[config.mk]
export PLATFORM = sky130hd
export DESIGN_NAME = axi_mag_squelch_gain
export DESIGN_NICKNAME = d
export VERILOG_FILES = /design/src/rtl/axi_mag_squelch_gain_pkg.sv /design/src/rtl/axi_mag_squelch_gain_fsm.sv /design/src/rtl/axi_mag_squelch_gain.sv
export SDC_FILE = /design/constraint.sdc
export NUM_CORES = 1
export LEC_CHECK = 0
export ABC_AREA = 1
export CORE_AREA = 2 2 322 196
export CTS_CLUSTER_DIAMETER = 120
export CTS_CLUSTER_SIZE = 25
export DETAILED_ROUTE_END_ITERATION = 10
export DIE_AREA = 0 0 324 198
export GPL_TIMING_DRIVEN = 0
export MAX_ROUTING_LAYER = met4
export PLACE_DENSITY_LB_ADDON = 0.15
export SETUP_SLACK_MARGIN = 0.4
export SLEW_MARGIN = 20
export SYNTH_ARGS = -nofsm -noshare
export SYNTH_HDL_FRONTEND = slang
export SYNTH_SLANG_ARGS = --single-unit
[constraint.sdc]
create_clock -name clk -period 5.5 [get_ports clk]
set_input_delay 1.1 -clock clk [delete_from_list [all_inputs] [get_ports clk]]
set_output_delay 1.1 -clock clk [all_outputs]
set_load 0.01 [all_outputs]
[src/rtl/axi_mag_squelch_gain_pkg.sv]
// Shared settings offsets, ctrl bit positions and squelch state encodings
// for the magphase magnitude path.
package axi_mag_squelch_gain_pkg;

    localparam int SR_GAIN  = 0;
    localparam int SR_OPEN  = 1;
    localparam int SR_CLOSE = 2;
    localparam int SR_HANG  = 3;
    localparam int SR_CTRL  = 4;

    localparam int CTRL_EN      = 0;
    localparam int CTRL_CNT_CLR = 1;

    typedef enum logic [1:0] {
        ST_CLOSED = 2'd0,
        ST_OPEN   = 2'd1,
        ST_HANG   = 2'd2
    } sq_state_t;

endpackage

[src/rtl/axi_mag_squelch_gain_fsm.sv]
// Squelch state machine with open/close hysteresis and a hang timer that
// only moves on accepted samples.
module squelch_hang_fsm
    import axi_mag_squelch_gain_pkg::*;
#(
    parameter int WIDTH_IN = 16,
    parameter int HANG_W   = 16
) (
    input  logic                clk,
    input  logic                reset_n,
    input  logic                i_clear,
    input  logic                i_en,
    input  logic                i_step,
    input  logic [WIDTH_IN-1:0] i_mag,
    input  logic [WIDTH_IN-1:0] i_open_lvl,
    input  logic [WIDTH_IN-1:0] i_close_lvl,
    input  logic [HANG_W-1:0]   i_hang_len,
    output logic                o_pass,
    output logic                o_open_pulse,
    output logic                o_sq_open
);

    sq_state_t         r_state;
    sq_state_t         w_state;
    logic [HANG_W-1:0] r_cnt;
    logic [HANG_W-1:0] w_cnt;

    always_comb begin
        w_state      = r_state;
        w_cnt        = r_cnt;
        o_open_pulse = 1'b0;
        if (!i_en) begin
            w_state = ST_CLOSED;
        end else if (i_step) begin
            unique case (r_state)
                ST_CLOSED: begin
                    if (i_mag >= i_open_lvl) begin
                        w_state      = ST_OPEN;
                        o_open_pulse = 1'b1;
                    end
                end
                ST_OPEN: begin
                    if (i_mag < i_close_lvl) begin
                        if (i_hang_len == '0) begin
                            w_state = ST_CLOSED;
                        end else begin
                            w_state = ST_HANG;
                            w_cnt   = i_hang_len;
                        end
                    end
                end
                ST_HANG: begin
                    if (i_mag >= i_close_lvl) begin
                        w_state = ST_OPEN;
                    end else if (r_cnt == HANG_W'(1)) begin
                        w_state = ST_CLOSED;
                    end else begin
                        w_cnt = r_cnt - 1'b1;
                    end
                end
                default: w_state = ST_CLOSED;
            endcase
        end
        // With squelch disabled everything passes.
        o_pass = !i_en || (w_state != ST_CLOSED);
    end

    always_ff @(posedge clk or negedge reset_n) begin
        if (!reset_n) begin
            r_state   <= ST_CLOSED;
            r_cnt     <= '0;
            o_sq_open <= 1'b0;
        end else if (i_clear) begin
            r_state   <= ST_CLOSED;
            r_cnt     <= '0;
            o_sq_open <= 1'b0;
        end else begin
            r_state   <= w_state;
            r_cnt     <= w_cnt;
            o_sq_open <= (w_state != ST_CLOSED);
        end
    end

endmodule

[src/rtl/axi_mag_squelch_gain.sv]
// Magnitude stream squelch + fixed-point gain: S1 gate, S2 multiply,
// S3 round half up and saturate to the positive signed range.
module axi_mag_squelch_gain
    import axi_mag_squelch_gain_pkg::*;
#(
    parameter int WIDTH_IN   = 16,
    parameter int WIDTH_OUT  = 16,
    parameter int WIDTH_GAIN = 16,
    parameter int GAIN_FRAC  = 12,
    parameter int HANG_W     = 16,
    parameter int SR_BASE    = 192
) (
    input  logic                 clk,
    input  logic                 reset_n,
    input  logic                 clear,
    input  logic                 set_stb,
    input  logic [7:0]           set_addr,
    input  logic [31:0]          set_data,
    input  logic [WIDTH_IN-1:0]  i_tdata,
    input  logic                 i_tlast,
    input  logic                 i_tvalid,
    output logic                 i_tready,
    output logic [WIDTH_OUT-1:0] o_tdata,
    output logic                 o_tlast,
    output logic                 o_tvalid,
    input  logic                 o_tready,
    output logic                 sq_open,
    output logic [15:0]          open_count
);

    localparam int PW = WIDTH_IN + WIDTH_GAIN;
    localparam logic [7:0] A_GAIN  = 8'(SR_BASE + SR_GAIN);
    localparam logic [7:0] A_OPEN  = 8'(SR_BASE + SR_OPEN);
    localparam logic [7:0] A_CLOSE = 8'(SR_BASE + SR_CLOSE);
    localparam logic [7:0] A_HANG  = 8'(SR_BASE + SR_HANG);
    localparam logic [7:0] A_CTRL  = 8'(SR_BASE + SR_CTRL);
    localparam logic [PW:0] HALF = (PW+1)'(1) << (GAIN_FRAC - 1);
    localparam logic [PW:0] MAXO = ((PW+1)'(1) << (WIDTH_OUT - 1)) - (PW+1)'(1);

    logic [WIDTH_GAIN-1:0] r_gain;
    logic [WIDTH_IN-1:0]   r_open_lvl;
    logic [WIDTH_IN-1:0]   r_close_lvl;
    logic [HANG_W-1:0]     r_hang_len;
    logic                  r_sq_en;
    logic                  w_cnt_clr;
    logic                  w_unused;

    assign w_cnt_clr = set_stb && (set_addr == A_CTRL) && set_data[CTRL_CNT_CLR];
    assign w_unused  = ^set_data;

    always_ff @(posedge clk or negedge reset_n) begin
        if (!reset_n) begin
            r_gain      <= WIDTH_GAIN'(1 << GAIN_FRAC);
            r_open_lvl  <= '0;
            r_close_lvl <= '0;
            r_hang_len  <= '0;
            r_sq_en     <= 1'b0;
        end else if (set_stb) begin
            if (set_addr == A_GAIN)  r_gain      <= set_data[WIDTH_GAIN-1:0];
            if (set_addr == A_OPEN)  r_open_lvl  <= set_data[WIDTH_IN-1:0];
            if (set_addr == A_CLOSE) r_close_lvl <= set_data[WIDTH_IN-1:0];
            if (set_addr == A_HANG)  r_hang_len  <= set_data[HANG_W-1:0];
            if (set_addr == A_CTRL)  r_sq_en     <= set_data[CTRL_EN];
        end
    end

    logic r_v1, r_v2, r_v3;
    logic w_ld1, w_ld2, w_ld3, w_acc;

    assign w_ld3    = ~r_v3 | o_tready;
    assign w_ld2    = ~r_v2 | w_ld3;
    assign w_ld1    = ~r_v1 | w_ld2;
    assign w_acc    = i_tvalid & w_ld1 & ~clear;
    assign i_tready = w_ld1;
    assign o_tvalid = r_v3;

    logic w_pass, w_open_pulse;

    squelch_hang_fsm #(
        .WIDTH_IN (WIDTH_IN),
        .HANG_W   (HANG_W)
    ) u_fsm (
        .clk          (clk),
        .reset_n      (reset_n),
        .i_clear      (clear),
        .i_en         (r_sq_en),
        .i_step       (w_acc),
        .i_mag        (i_tdata),
        .i_open_lvl   (r_open_lvl),
        .i_close_lvl  (r_close_lvl),
        .i_hang_len   (r_hang_len),
        .o_pass       (w_pass),
        .o_open_pulse (w_open_pulse),
        .o_sq_open    (sq_open)
    );

    always_ff @(posedge clk or negedge reset_n) begin
        if (!reset_n) begin
            r_v1 <= 1'b0;
            r_v2 <= 1'b0;
            r_v3 <= 1'b0;
        end else if (clear) begin
            r_v1 <= 1'b0;
            r_v2 <= 1'b0;
            r_v3 <= 1'b0;
        end else begin
            if (w_ld1) r_v1 <= w_acc;
            if (w_ld2) r_v2 <= r_v1;
            if (w_ld3) r_v3 <= r_v2;
        end
    end

    // Gain travels with the sample so a settings write only affects later samples.
    logic [WIDTH_IN-1:0]   r_d1;
    logic [WIDTH_GAIN-1:0] r_g1;
    logic                  r_l1;
    logic [PW-1:0]         r_p;
    logic                  r_l2;
    logic [PW:0]           w_sum;
    logic [PW:0]           w_r;
    logic [WIDTH_OUT-1:0]  w_o;

    assign w_sum = {1'b0, r_p} + HALF;
    assign w_r   = w_sum >> GAIN_FRAC;
    assign w_o   = (w_r > MAXO) ? MAXO[WIDTH_OUT-1:0] : w_r[WIDTH_OUT-1:0];

    always_ff @(posedge clk or negedge reset_n) begin
        if (!reset_n) begin
            r_d1    <= '0;
            r_g1    <= '0;
            r_l1    <= 1'b0;
            r_p     <= '0;
            r_l2    <= 1'b0;
            o_tdata <= '0;
            o_tlast <= 1'b0;
        end else begin
            if (w_ld1 && w_acc) begin
                r_d1 <= w_pass ? i_tdata : '0;
                r_g1 <= r_gain;
                r_l1 <= i_tlast;
            end
            if (w_ld2 && r_v1) begin
                r_p  <= PW'(r_d1) * PW'(r_g1);
                r_l2 <= r_l1;
            end
            if (w_ld3 && r_v2) begin
                o_tdata <= w_o;
                o_tlast <= r_l2;
            end
        end
    end

    always_ff @(posedge clk or negedge reset_n) begin
        if (!reset_n) begin
            open_count <= '0;
        end else if (clear || w_cnt_clr) begin
            open_count <= '0;
        end else if (w_open_pulse && open_count != 16'hFFFF) begin
            open_count <= open_count + 16'd1;
        end
    end

endmodule
==> results of run 1 <==
## routing by layer
metal,GRT usage [%],part of all wire [%],vias to the layer above
met5,-,0,-
met4,2.52,0.62,0
met3,3.11,5.8,32
met2,26.5,39,364
met1,32.4,55,7879
li1,-,-,7663
## state kept, by name (all words and copies together) (netlist names)
register         cells
r_p                 21
o_tdata             16
open_count          16
r_close_lvl         16
r_d1                16
r_g1                16
r_gain              16
r_hang_len          16
r_open_lvl          16
u_fsm.r_cnt         16
u_fsm.r_state        2
o_tlast              1
o_tvalid             1
r_l1                 1
r_l2                 1
r_sq_en              1
r_v1                 1
r_v2                 1
u_fsm.o_sq_open      1
## area by class of cell
type	count	area (µm²)
clock buffers	18	439
inverters	539	2030
fillers	6472	38500
well taps	839	1050
repair buffers	159	1510
clock inverters	13	193
flip-flops and latches	175	4380
plain buffers	103	1290
multi-input cells	1612	12400
## worst max-delay path: cells and delay by family (launching register included)
family	cells	cell delay, ns
buffers and inverters	7	0.56
AND/OR/NAND/NOR	6	0.64
flip-flops	1	0.39
adder cells (fa/ha/maj)	7	3.28
AO/OA/AOI/OAI	3	0.49
## worst max path at each step
stage	cells past startpoint	to	startpoint	slack [ns]
2_1_floorplan	24	r_p[25]	r_d1[3]	0.39
3_3_place_gp	1	o_tdata[3]	reset_n	-4.27
3_5_place_dp	22	r_p[22]	r_d1[12]	-0.72
4_1_cts	25	r_p[25]	r_g1[4]	-0.05
5_1_grt	25	r_p[30]	r_g1[6]	-0.21
6_report	23	r_p[25]	r_g1[6]	0.003
## repair_timing
item                                   in CTS  in global routing
endpoints found under the hold margin       0                  0
gates cloned                                0                  1
setup endpoints to repair                  21                 21
buffers inserted                           57                 18
pin swaps                                  80                 70
resized for setup                         230                121
## Yosys cell counts (4+ instances only)
library cell,n
nand2_1,676
inv_1,534
fa_1,193
dfrtp_1,174
nor2_1,156
ha_1,137
o21ai_0,129
clkbuf_1,88
nand3_1,74
a21oi_1,54
o21bai_1,27
xor2_1,27
nand4_1,24
nor3_1,20
a31oi_1,12
o21ai_1,12
xnor2_1,8
a21o_1,7
buf_2,7
nand2_2,7
nor2_2,6
inv_2,5
o211ai_1,5
or2_2,5
nor2_4,4
## where the power goes
part / leakage (nW) / switching, mW / internal [mW] / total [mW]
logic: 9.58 / 1.04 / 0.764 / 1.81
clock network: 0.310 / 0.592 / 0.744 / 1.34
registers: 2.20 / 0.102 / 1.42 / 1.52
total: 12.1 / 1.74 / 2.92 / 4.66
## through the flow
step	std cells	TNS, ns	total power, mW	worst slack (ns)
final	3458	0	4.66	0.00299
after global routing	3458	-2.08	4.95	-0.212
after CTS	3439	-0.117	4.60	-0.0530
after detailed placement	3351	-8.76	3.00	-0.719
after global placement	3350	-746.42	2.99	-4.27
after floorplan	2429	0	2.41	0.389
## logic make-up (layout without fill, tap and decap cells)
family,count (synthesis),in the layout
fa+ha+maj,330,330
simple gates,988,988
flops,175,175
buf+inv,642,832
compound gates,259,259
xor+xnor,35,35
==> run metrics, run 1 <==
final hold violation count=0; Synthesis Warnings=0; CTS Buf Count=17; most frequent cell on the critical path=fa_1; vias per std cell=4.61; finished layout cell area=23,300 µm²; RSZ-0062 raised after global routing=true; latest clock arrival within the worst-skew pair=0.46 ns; Slew Viols, Final=0; Crit path required time=5.84 ns; num rows=71; Pwr per Cell Area=200 nW/µm²; cts-stage hold buffer count=0; period utilization=99.9%; Worst Setup End Kind=flip-flop; Synth area leader=dfrtp_1; htree depth=4; HPWL Detailed=49.3 mm; clock root buffer=clkbuf_16; DR WL/cell=17.6 µm; pin slew with the least headroom to its limit=0.795 ns; Clk pin slew, worst setup/hold paths=0.08 ns; Die W=324 µm; area delta synth->final=27.7%; ys flop type=dfrtp_1; final setup fails=0; I/O Buffers=82; Die ar.=64,200 µm²; Compound-Gate Fraction of Synth Area=7.94%; All-Layer GR Usage=20.2%; ant diodes=0; status=complete, no violations; Leak=12.1 nW; global route overflow=0; Initial Utilization=29.5%; layout cells sized above 1=15.6%; total wire length=60.9 mm; RePlAce Congestion=0.936; Die Ht=198 µm; fmax=182 MHz; Hold Path Stages=2; most frequent cells in the layout=nand2_1, inv_1, fa_1; Vias=15,900; Rel. slew slack=47.0%; WHS=0.477 ns; post-route ant nets=0; CP Cell Sequence=clkbuf_16 -> clkbuf_16 -> nand2_4 -> inv_2 -> fa_1 -> inv_1 -> fa_1 -> fa_2 -> inv_1 -> fa_1 -> fa_1 -> inv_2 -> fa_1 -> inv_2 -> ha_4 -> a21o_1 -> a21oi_2 -> o21ai_1 -> nand2_1 -> nand3_4 -> or2_4 -> nand3_2 -> nand2_1; Synth Net Count=2,822; most common cell after layout, fill and taps aside=nand2_1; cells after synthesis=2,429; TritonRoute pass-1 iters=5; EDFF count, synth=0; critical path class=reg -> reg; crit path max-delay cell type=fa_1; crit path launch type=flip-flop; final core utilization=37.7%; largest family of logic cells by synthesized area=adder cells; FF-to-FF path depth=23; Synth area leaders=dfrtp_1, fa_1, nand2_1; Final Net Count=3,000; vias in the first global route=16,300; post-synthesis mux area share=0%; share of the synthesized area in the top cell type=23.9%; Netlist Area Pre-Place=18,200 µm²; CP peak stage delay=0.53 ns; area post-placement=20,600 µm²; DRC violations left=0; worst clock skew=0.0149 ns; Max clock buf depth=2; simple-gate share of the synthesized area=22.3%; post-synthesis xor/xnor area fraction=1.68%; first-pass GRT wire length=95.6 mm; Syn Area/Cell=7.50 µm²; Reg2Reg Setup Slack=0.003 ns; Worst Hold Path EP=r_g1[1]; core area=61,700 µm²; #FFs+latches synth=175; pin count of the biggest net entering global routing=93; CTS tree=done; initial antenna violation count=0; starting DRC count in detailed routing=1,189; HP Start=r_gain[1]; Worst Path Arrival=5.84 ns; min Tclk post-route=5.50 ns; Top Ports=99; Min-Delay Path Class=reg -> reg; r2r endpoint=r_p[25]; fraction of registers with async set/reset=100%; Seq/Total Area, Yosys=24.1%; CTS sink count=175; maximum vdd drop=0.179 mV; Yosys cell types=46; worst-path maximum fanout=7; r2r startpoint=r_g1[6]; Synth Area in Adders=30.6%; max-cap violation count=0
Note: power is estimated with default switching activity, not from simulation.
==> inputs of run 2 (changes only) <==
ABC_AREA = 0   (was 1)
CORE_AREA = 2 2 253 230   (was 2 2 322 196)
DIE_AREA = 0 0 255 232   (was 0 0 324 198)
==> run 2 against run 1 <==
The flow now finishes with violations (negative setup slack); non-clock buffer count shrank 15; first-iteration DRC count decreased by 32%; synthesized cell count shrank 25%; global-route usage down 1.5 points; power decreased by 7.8%; setup slack lost 0.36 ns; combinational power is 23% lower; cell area decreased by 9.8%; final cell count fell by 19%; sequential power rose by 3%; hold slack worse by 0.0035 ns; register-to-register slack lost 0.36 ns; largest power group is now registers.
==> run metrics, run 2 <==
status=complete, but fails checks; failing checks=negative setup slack; Slew Viols, Final=0; r2r startpoint=r_g1[6]; core area=56,600 µm²; htree depth=4; critical path class=reg -> reg; final setup fails=17; clock root buffer=clkbuf_16; crit path launch type=flip-flop; CTS sink count=175; I/O Buffers=82; most common cell after layout, fill and taps aside=nand2_1; Syn Area/Cell=9.19 µm²; Max clock buf depth=2; ys flop type=dfrtp_1; vias in the first global route=13,900; Placement Setup Slack=-0.888 ns; Synthesis Warnings=0; Top Ports=99; worst setup path startpoint=r_g1[6]; post-synthesis mux area share=2.77%; area post-placement=18,900 µm²; CTS Buf Count=17; Synth Area in Adders=33.2%; max-cap violation count=0; cells after synthesis=1,831; pin count of the biggest net entering global routing=91; CTS tree=done; num rows=83; share of the synthesized area in the top cell type=25.9%; Seq/Total Area, Yosys=26.0%; most frequent cell on the critical path=fa_1; HPWL Detailed=39.5 mm; Pwr per Cell Area=205 nW/µm²; area delta synth->final=24.7%; Compound-Gate Fraction of Synth Area=9.88%; Synth area leaders=dfrtp_1, fa_1, ha_1; Final Net Count=2,413; worst setup margin=-0.357 ns; first-pass GRT wire length=80.3 mm; FF-to-FF path depth=21; post-route ant nets=0; Rel. slew slack=47.0%; #FFs+latches synth=175; largest family of logic cells by synthesized area=adder cells; maximum vdd drop=0.179 mV; Die Ht=232 µm; Leak=9.95 nW; vias per std cell=4.86; global route overflow=0; Crit path required time=5.92 ns; total wire length=51.7 mm; finished layout cell area=21,000 µm²; layout cells sized above 1=17.4%; worst-path maximum fanout=5; All-Layer GR Usage=18.6%; fraction of registers with async set/reset=100%; Worst Setup End Kind=flip-flop; r2r endpoint=r_p[31]; CP Cell Sequence=buf_4 -> and2_4 -> fa_1 -> inv_2 -> fa_1 -> inv_1 -> fa_1 -> fa_2 -> fa_1 -> inv_1 -> fa_1 -> inv_2 -> ha_4 -> and3_4 -> and3_4 -> o211ai_1 -> o21a_2 -> o31a_1 -> buf_6 -> or3_4 -> nand3_2; total negative setup slack=-3.31 ns; min Tclk post-route=5.86 ns; Die ar.=59,200 µm²; Yosys cell types=68; max reg flops=21; CP endpoint=r_p[31]; Clk pin slew, worst setup/hold paths=0.08 ns; final core utilization=37.1%; # fillers=5,789; latest clock arrival within the worst-skew pair=0.49 ns; ant diodes=0; TritonRoute pass-1 iters=5; starting DRC count in detailed routing=804; Netlist Area Pre-Place=16,800 µm²; final hold violation count=0; Worst Path Arrival=6.28 ns; top cells by count, synth=nand2_1, inv_1, fa_1, dfrtp_1, ha_1; RePlAce Congestion=0.840; most numerous cell in the Yosys netlist=nand2_1; Reg with most FFs=r_p; crit path max-delay cell type=fa_1; worst clock skew=0.0100 ns; Synth area leader=dfrtp_1; simple-gate share of the synthesized area=18.5%; most frequent cells in the layout=nand2_1, inv_1, fa_1; period utilization=106%; initial antenna violation count=0; pin slew with the least headroom to its limit=0.790 ns; CP peak stage delay=0.54 ns; DRC violations left=0; Die W=255 µm; Initial Utilization=29.7%; Min-Delay Path Class=reg -> reg; DR WL/cell=18.5 µm; Synth Net Count=2,224; fmax=171 MHz; EDFF count, synth=0; Reg2Reg Setup Slack=-0.36 ns; Vias=13,600; post-synthesis xor/xnor area fraction=1.56%; RSZ-0062 raised after global routing=true
-- run 2: critical path, delay by kind of cell (launching register included) --
kind	cells	cell delay, ns
simple gates	5	0.91
buf+inv	6	0.51
flops	1	0.46
compound gates	3	0.65
fa+ha+maj	7	3.24
-- run 2: timing repair --
item                                    4_1_cts  5_1_grt
setup buffers                                59       27
gates cloned                                  0        1
gates resized for setup                     118       80
hold buffers                                  0        0
pin swaps                                    45       68
endpoints found under the setup margin       21       21
-- run 2: layout make-up --
cell class	instances	area (µm²)	share of cell area, %
repair buffers	170	1610	7.68
plain buffers	77	646	3.08
clock buffers	17	425	2.03
inverters	277	1040	4.95
multi-input cells	1302	11700	55.6
well taps	765	957	4.56
clock inverters	15	223	1.06
flip-flops and latches	175	4420	21.1
-- run 2: kinds of logic (layout without fill, tap and decap cells) --
family                   count (synthesis)  in the layout
flip-flops                             175            175
AND/OR/NAND/NOR                        643            643
XOR/XNOR                                30             30
AO/OA/AOI/OAI                          257            257
adder cells (fa/ha/maj)                330            330
multiplexers                            42             42
buffers and inverters                  354            556
-- run 2: where the power goes --
part           switching [mW]  internal [mW]  total [mW]
registers               0.137           1.42        1.56
logic                   0.747          0.639        1.39
clock network           0.617          0.738        1.36
total                    1.50           2.80        4.30
-- run 2: stage by stage --
stage                     total power [mW]  hold WS, ns  cells
after floorplan                       2.30        0.435   1831
after global placement                2.76        0.451   2678
after detailed placement              2.77        0.455   2679
after CTS                             4.31        0.476   2770
after global routing                  4.59        0.508   2798
final                                 4.30        0.474   2798
-- run 2: worst min-delay path by stage --
stage	slack (ns)	startpoint	endpoint	cells after the start
6_report	0.47	r_gain[9]	r_g1[9]	2
5_1_grt	0.51	r_gain[13]	r_g1[13]	2
4_1_cts	0.48	r_gain[9]	r_g1[9]	2
3_5_place_dp	0.46	r_gain[9]	r_g1[9]	2
3_3_place_gp	0.45	r_gain[9]	r_g1[9]	2
2_1_floorplan	0.43	r_gain[0]	r_g1[0]	2
-- run 2: metal layers --
layer	vias up	track usage, %	wire (µm)
met5	-	-	0
met4	0	5.57	1140
met3	55	2.66	1970
met2	274	28.5	24000
met1	6935	25.5	24600
li1	6328	-	-
